--- src/rtl/dram_arbiter_pkg.sv ---
// Shared types and defaults for the two-port DRAM arbiter: the memory request and
// response records, the arbiter state type, and the default gap and timeout lengths.
package dram_arbiter_pkg;

    localparam int GAP_CYCLES_DEF = 2;
    localparam int TIMEOUT_DEF    = 4096;
    localparam int TIMER_W        = 16;
    localparam int GAP_W          = 4;

    localparam logic OWN_IMEM = 1'b0;
    localparam logic OWN_DMEM = 1'b1;

    typedef enum logic [1:0] {
        ST_IDLE = 2'd0,
        ST_BUSY = 2'd1,
        ST_GAP  = 2'd2
    } arb_state_t;

    typedef struct packed {
        logic        mem_valid;
        logic        mem_instr;
        logic [31:0] mem_addr;
        logic [31:0] mem_wdata;
        logic [3:0]  mem_wstrb;
    } mem_in_type;

    typedef struct packed {
        logic        mem_ready;
        logic [31:0] mem_rdata;
    } mem_out_type;

endpackage

--- src/rtl/dram_arb_timer.sv ---
// Saturating up-counter with clear and enable; o_tc flags the LIMIT-th counted cycle.
// LIMIT of 0 keeps o_tc low forever.
module dram_arb_timer #(
    parameter int WIDTH = 16,
    parameter int LIMIT = 1
) (
    input  logic i_clk,
    input  logic i_rst,
    input  logic i_clr,
    input  logic i_en,
    output logic o_tc
);

    localparam logic [WIDTH-1:0] TC_VAL = (LIMIT > 0) ? WIDTH'(LIMIT - 1) : '0;

    logic [WIDTH-1:0] r_count;

    always_ff @(posedge i_clk) begin
        if (i_rst || i_clr) begin
            r_count <= '0;
        end else if (i_en && (r_count != '1)) begin
            r_count <= r_count + WIDTH'(1);
        end
    end

    assign o_tc = (LIMIT > 0) && (r_count == TC_VAL);

endmodule

--- src/rtl/dram_arbiter.sv ---
// Shares the single dram port between instruction and data requesters: round-robin
// grant, registered request, idle gap after each completion, and a busy timeout.
module dram_arbiter
    import dram_arbiter_pkg::*;
#(
    parameter int GAP_CYCLES = GAP_CYCLES_DEF,
    parameter int TIMEOUT    = TIMEOUT_DEF
) (
    input  logic        clk_i,
    input  logic        rst_i,
    input  logic        calib_i,
    input  mem_in_type  imem_in,
    output mem_out_type imem_out,
    input  mem_in_type  dmem_in,
    output mem_out_type dmem_out,
    output mem_in_type  dram_in,
    input  mem_out_type dram_out,
    output logic        err_o
);

    arb_state_t  r_state;
    logic        r_owner;
    logic        r_last;
    mem_in_type  r_req;
    logic        r_err;

    arb_state_t  w_state;
    logic        w_owner;
    logic        w_last;
    mem_in_type  w_req;
    logic        w_err;
    logic        w_pick_d;
    mem_out_type w_resp;
    logic        w_gap_tc;
    logic        w_to_tc;
    logic        w_in_gap;
    logic        w_in_busy;

    assign w_in_gap  = (r_state == ST_GAP);
    assign w_in_busy = (r_state == ST_BUSY);

    dram_arb_timer #(.WIDTH(GAP_W), .LIMIT(GAP_CYCLES)) u_gap_timer (
        .i_clk (clk_i),
        .i_rst (rst_i),
        .i_clr (!w_in_gap),
        .i_en  (w_in_gap),
        .o_tc  (w_gap_tc)
    );

    // Held at zero outside BUSY, so every grant starts the timeout from zero.
    dram_arb_timer #(.WIDTH(TIMER_W), .LIMIT(TIMEOUT)) u_to_timer (
        .i_clk (clk_i),
        .i_rst (rst_i),
        .i_clr (!w_in_busy),
        .i_en  (w_in_busy),
        .o_tc  (w_to_tc)
    );

    always_comb begin
        w_state  = r_state;
        w_owner  = r_owner;
        w_last   = r_last;
        w_req    = r_req;
        w_err    = r_err;
        w_pick_d = 1'b0;
        w_resp   = '0;

        case (r_state)
            ST_IDLE: begin
                if (calib_i && (imem_in.mem_valid || dmem_in.mem_valid)) begin
                    w_pick_d        = dmem_in.mem_valid &&
                                      (!imem_in.mem_valid || (r_last == OWN_IMEM));
                    w_req           = w_pick_d ? dmem_in : imem_in;
                    w_req.mem_valid = 1'b1;
                    w_owner         = w_pick_d;
                    w_last          = w_pick_d;
                    w_state         = ST_BUSY;
                end
            end
            ST_BUSY: begin
                // A real ready always wins over a timeout landing in the same cycle.
                w_resp.mem_ready = dram_out.mem_ready || w_to_tc;
                w_resp.mem_rdata = dram_out.mem_ready ? dram_out.mem_rdata : 32'h0;
                if (w_resp.mem_ready) begin
                    w_req.mem_valid = 1'b0;
                    w_state         = ST_GAP;
                    if (!dram_out.mem_ready) begin
                        w_err = 1'b1;
                    end
                end
            end
            ST_GAP: begin
                if (w_gap_tc) begin
                    w_state = ST_IDLE;
                end
            end
            default: w_state = ST_IDLE;
        endcase
    end

    always_ff @(posedge clk_i) begin
        if (rst_i) begin
            r_state <= ST_IDLE;
            r_owner <= OWN_IMEM;
            r_last  <= OWN_IMEM;
            r_req   <= '0;
            r_err   <= 1'b0;
        end else begin
            r_state <= w_state;
            r_owner <= w_owner;
            r_last  <= w_last;
            r_req   <= w_req;
            r_err   <= w_err;
        end
    end

    assign dram_in  = r_req;
    assign imem_out = (r_owner == OWN_IMEM) ? w_resp : '0;
    assign dmem_out = (r_owner == OWN_DMEM) ? w_resp : '0;
    assign err_o    = r_err;

endmodule

--- config.mk ---
export PLATFORM = sky130hd
export DESIGN_NAME = dram_arbiter
export DESIGN_NICKNAME = d
export VERILOG_FILES = /design/src/rtl/dram_arbiter_pkg.sv /design/src/rtl/dram_arb_timer.sv /design/src/rtl/dram_arbiter.sv
export SDC_FILE = /design/constraint.sdc
export NUM_CORES = 1
export LEC_CHECK = 0
export ABC_AREA = 1
export ABC_CLOCK_PERIOD_IN_PS = 1770
export BUFFER_PORTS_ARGS = -buffer_cell sky130_fd_sc_hd__buf_2
export CORE_MARGIN = 1
export CORE_UTILIZATION = 30
export DETAILED_ROUTE_END_ITERATION = 10
export SLEW_MARGIN = 5
export SYNTH_ARGS = -nofsm -noshare
export SYNTH_HDL_FRONTEND = slang
export SYNTH_SLANG_ARGS = --single-unit
export TNS_END_PERCENT = 30
--- constraint.sdc ---
create_clock -name clk_i -period 1.77 [get_ports clk_i]
set_input_delay 0.354 -clock clk_i [delete_from_list [all_inputs] [get_ports clk_i]]
set_output_delay 0.354 -clock clk_i [all_outputs]
set_load 0.005 [all_outputs]
==> results.toml <==
[clocking]
tritoncts = "done"
number_of_hold_buffers_added_after_cts = 0
clk_pin_slew_ns = 0.07
cts-root-buf = "sky130_fd_sc_hd__clkbuf_16"
htree_num_levels = 3
cts_num_sinks = 94
cts-root-to-sink-buffers = 2
clock_latency_ns = 0.35
tritoncts.num_buffers = 9

[routing]
vias = 6107
detail_route.iter0.violations = 248
route.antenna.remaining_nets = 0
post_drt_wl_per_cell_um = 13.34
drt-pass1-iter-count = 4
detail_routed_via_count_per_cell = 4.627
drc = 0
route.final.wire_length_um = 17610

[yosys]
synthXorXnorAreaFrac = 0.01064
mappedNetlistNets = 961
post_synth_instance_area_um2 = 4937
synthSimpleGateAreaFrac = 0.3315
synth.yosys.warnings = 0
yosys.area_share.adder = 0.007603
per_instance_average_area_after_synthesis_um2 = 6.314
synth-seq-cells = 94
synth_top_family_by_area = "simple AND/OR/NAND/NOR gates"
synth_sequential_area_ratio = 0.3811
synthCells = 782
synth_cell_type_count = 27
synth_compound_area_frac = 0.1736
synth_mux_area_frac = 0

[cells_and_area]
final_core_utilization = 0.4747
final_cells = 1320
post-route-cell-area_um2 = 7596
final_cell_mix = "312 x sky130_fd_sc_hd__buf_2, 169 x sky130_fd_sc_hd__nor2_1, 138 x sky130_fd_sc_hd__nand2_1, 87 x sky130_fd_sc_hd__a21oi_1, 87 x sky130_fd_sc_hd__dfxtp_1"
mostFrequentLayoutCell = "sky130_fd_sc_hd__buf_2"
n_antenna_cell = 0
area_delta_synth_final_pct = 53.85
final_layout_size_suffix_gt1_frac = 0.3949
design.final.nets = 1278

[placement]
io_buf_count = 312
detailedPlacementHpwl_um = 12340
pre_cts_slack_ns = 0.07101
placed_area_um2 = 6874
place_inst = 1289
place.gp.congestion = 0.7991

[pwr]
vdd_ir_drop_max_v = 0.0004083
finalPower_mw = 5.508
power.density_cell_area_nw_per_um2 = 725.1
cellLeakagePower_nw = 3.768

[outcome]
result_of_the_run = "finished with violations"
failing_checks = "negative setup slack"

[global_route]
total_global_routing_track_utilization = 0.1904
first_global_vias = 5293
grt_pass1_wl_um = 25660
initial_antenna_violation_count = 0
grt_remaining_overflow = 0
grt_max_degree = 44

[timing]
worst_hold_slack_ns = 0.2869
finalClockSkew_ns = 0.01082
final_max_slew_viol_count = 0
fmax_achieved_mhz = 543.3
report.final.setup_viol = 13
timing.final.ws_setup_ns = -0.07047
worst_pin_slew_ns = 0.4725
final.period_utilization = 1.040
rsz0062_at_grt = "true"
final.min_clock_period_ns = 1.840
finalHoldViolations = 0
timing.max_slew.rel_slack = 0.6846
timing.setup.tns_ns = -0.2765

[worst_setup_path]
cp_data_required_time_ns = 1.42
cp_slowest_cell = "sky130_fd_sc_hd__dfxtp_2"
setup.worst_path.end_class = "primary output"
ordered_list_of_cells_on_the_worst_path = "ha_4 > inv_2 > nor2_4 > nand2_4 > inv_2 > nand2_2 > nand2_2 > nand2_4 > nor2_1 > buf_2"
timing.critical_path.fanout_max = 3
critical_path.top_delay_family = "simple AND/OR/NAND/NOR gates"
timing_worst_setup_path_type = "reg2out"
crit_buf_inv = 3
cp.arrival_ns = 1.49
timing.critical_path.from_type = "flop"
longest_individual_stage_delay_on_the_worst_path_ns = 0.35

[floorplan]
rows = 46
ios = 313
die_height_um = 130.3
die_outline_area_um2 = 16970
floorplan.die.width_um = 130.3
core-area_um2 = 16000
initial_core_util = 0.3086

[job]
max_cap_violations = 0

[hold_path]
hold_class = "in2reg"
[routing by layer]
layer	track usage	share of wire	up-vias	wire length [µm]
li1	-	-	3143	-
met1	0.2344	0.42	2745	7474
met2	0.3226	0.49	210	8675
met3	0.05822	0.072	9	1272
met4	0.04651	0.011	0	189
met5	0	0	-	0
[cells by family (layout without fill, tap and decap cells)]
group           count (synthesis)  in the layout
compound gates                169            169
xor+xnor                        6              6
fa+ha+maj                       3              3
buf+inv                       111            433
flops                          94             94
simple gates                  399            399
[power breakdown]
group	internal [mW]	switching (mW)	leakage [nW]	total [mW]
Combinational	0.523	0.649	2.84	1.17
Sequential	2.24	0.0652	0.772	2.31
Clock	1.15	0.876	0.151	2.03
[layout make-up]
cell class              count  area [µm²]
clock buffers              11       242.7
multi-input cells         577        2785
well taps                 216       270.3
fillers                  1714        8404
inverters                  58       225.2
repair buffers            359        2110
clock inverters             5       65.06
flip-flops and latches     94        1898
[tightest hold or removal path, cell delays in order]
cell                      delay [ns]
sky130_fd_sc_hd__buf_2          0.08
sky130_fd_sc_hd__o21ai_1        0.06
sky130_fd_sc_hd__a21oi_1        0.11
[timing repair]
item | CTS | global route
gates resized for setup | 21 | 36
buffers inserted | 6 | 4
endpoints found under the setup margin | 57 | 64
gates cloned | 1 | 4
pin swaps | 6 | 6
[flip-flops by register name (all words and copies together), names as in the netlist]
signal	count
dram_in	70
u_to_timer.r_count	16
r_last	1
err_o	1
u_gap_timer.r_count	4
r_state	2
[worst paths after layout]
kind | startpoint | to | slack (ns) | depth (start not counted)
max | u_to_timer.r_count[0] | imem_out[32] | -0.07 | 10
min | imem_in[5] | dram_in[5] | 0.29 | 3
max reg2reg | u_to_timer.r_count[0] | u_to_timer.r_count[1] | 0.11 | 11
min reg2reg | dram_in[23] | dram_in[23] | 0.46 | 2
[Yosys cell counts]
master                     count  share of area
sky130_fd_sc_hd__a21oi_2       2         0.0035
sky130_fd_sc_hd__dfxtp_1      94           0.38
sky130_fd_sc_hd__buf_6         4         0.0091
sky130_fd_sc_hd__xnor2_1       4         0.0071
sky130_fd_sc_hd__buf_2        15          0.015
sky130_fd_sc_hd__nor2_4        3         0.0068
sky130_fd_sc_hd__xor2_1        2         0.0035
sky130_fd_sc_hd__nand3_1       9         0.0091
sky130_fd_sc_hd__inv_1        53          0.040
sky130_fd_sc_hd__clkbuf_1     28          0.021
sky130_fd_sc_hd__nor3_1       66          0.067
sky130_fd_sc_hd__inv_2         4         0.0030
sky130_fd_sc_hd__clkbuf_2      1         0.0010
sky130_fd_sc_hd__a21oi_1      87          0.088
sky130_fd_sc_hd__buf_4         1         0.0015
sky130_fd_sc_hd__nor2_2        2         0.0025
sky130_fd_sc_hd__ha_1          3         0.0076
sky130_fd_sc_hd__nor2_1      170           0.13
sky130_fd_sc_hd__clkinv_2      1         0.0010
sky130_fd_sc_hd__buf_1         4         0.0030
sky130_fd_sc_hd__o21a_1        1         0.0015
sky130_fd_sc_hd__o21ai_0      70          0.071
sky130_fd_sc_hd__a31oi_1       1         0.0013
sky130_fd_sc_hd__nand2_1     142           0.11
sky130_fd_sc_hd__nand2_2       4         0.0051
sky130_fd_sc_hd__nand4_1       3         0.0038
sky130_fd_sc_hd__o21ai_1       8         0.0081
No activity file was read; power rests on OpenSTA's default activity.
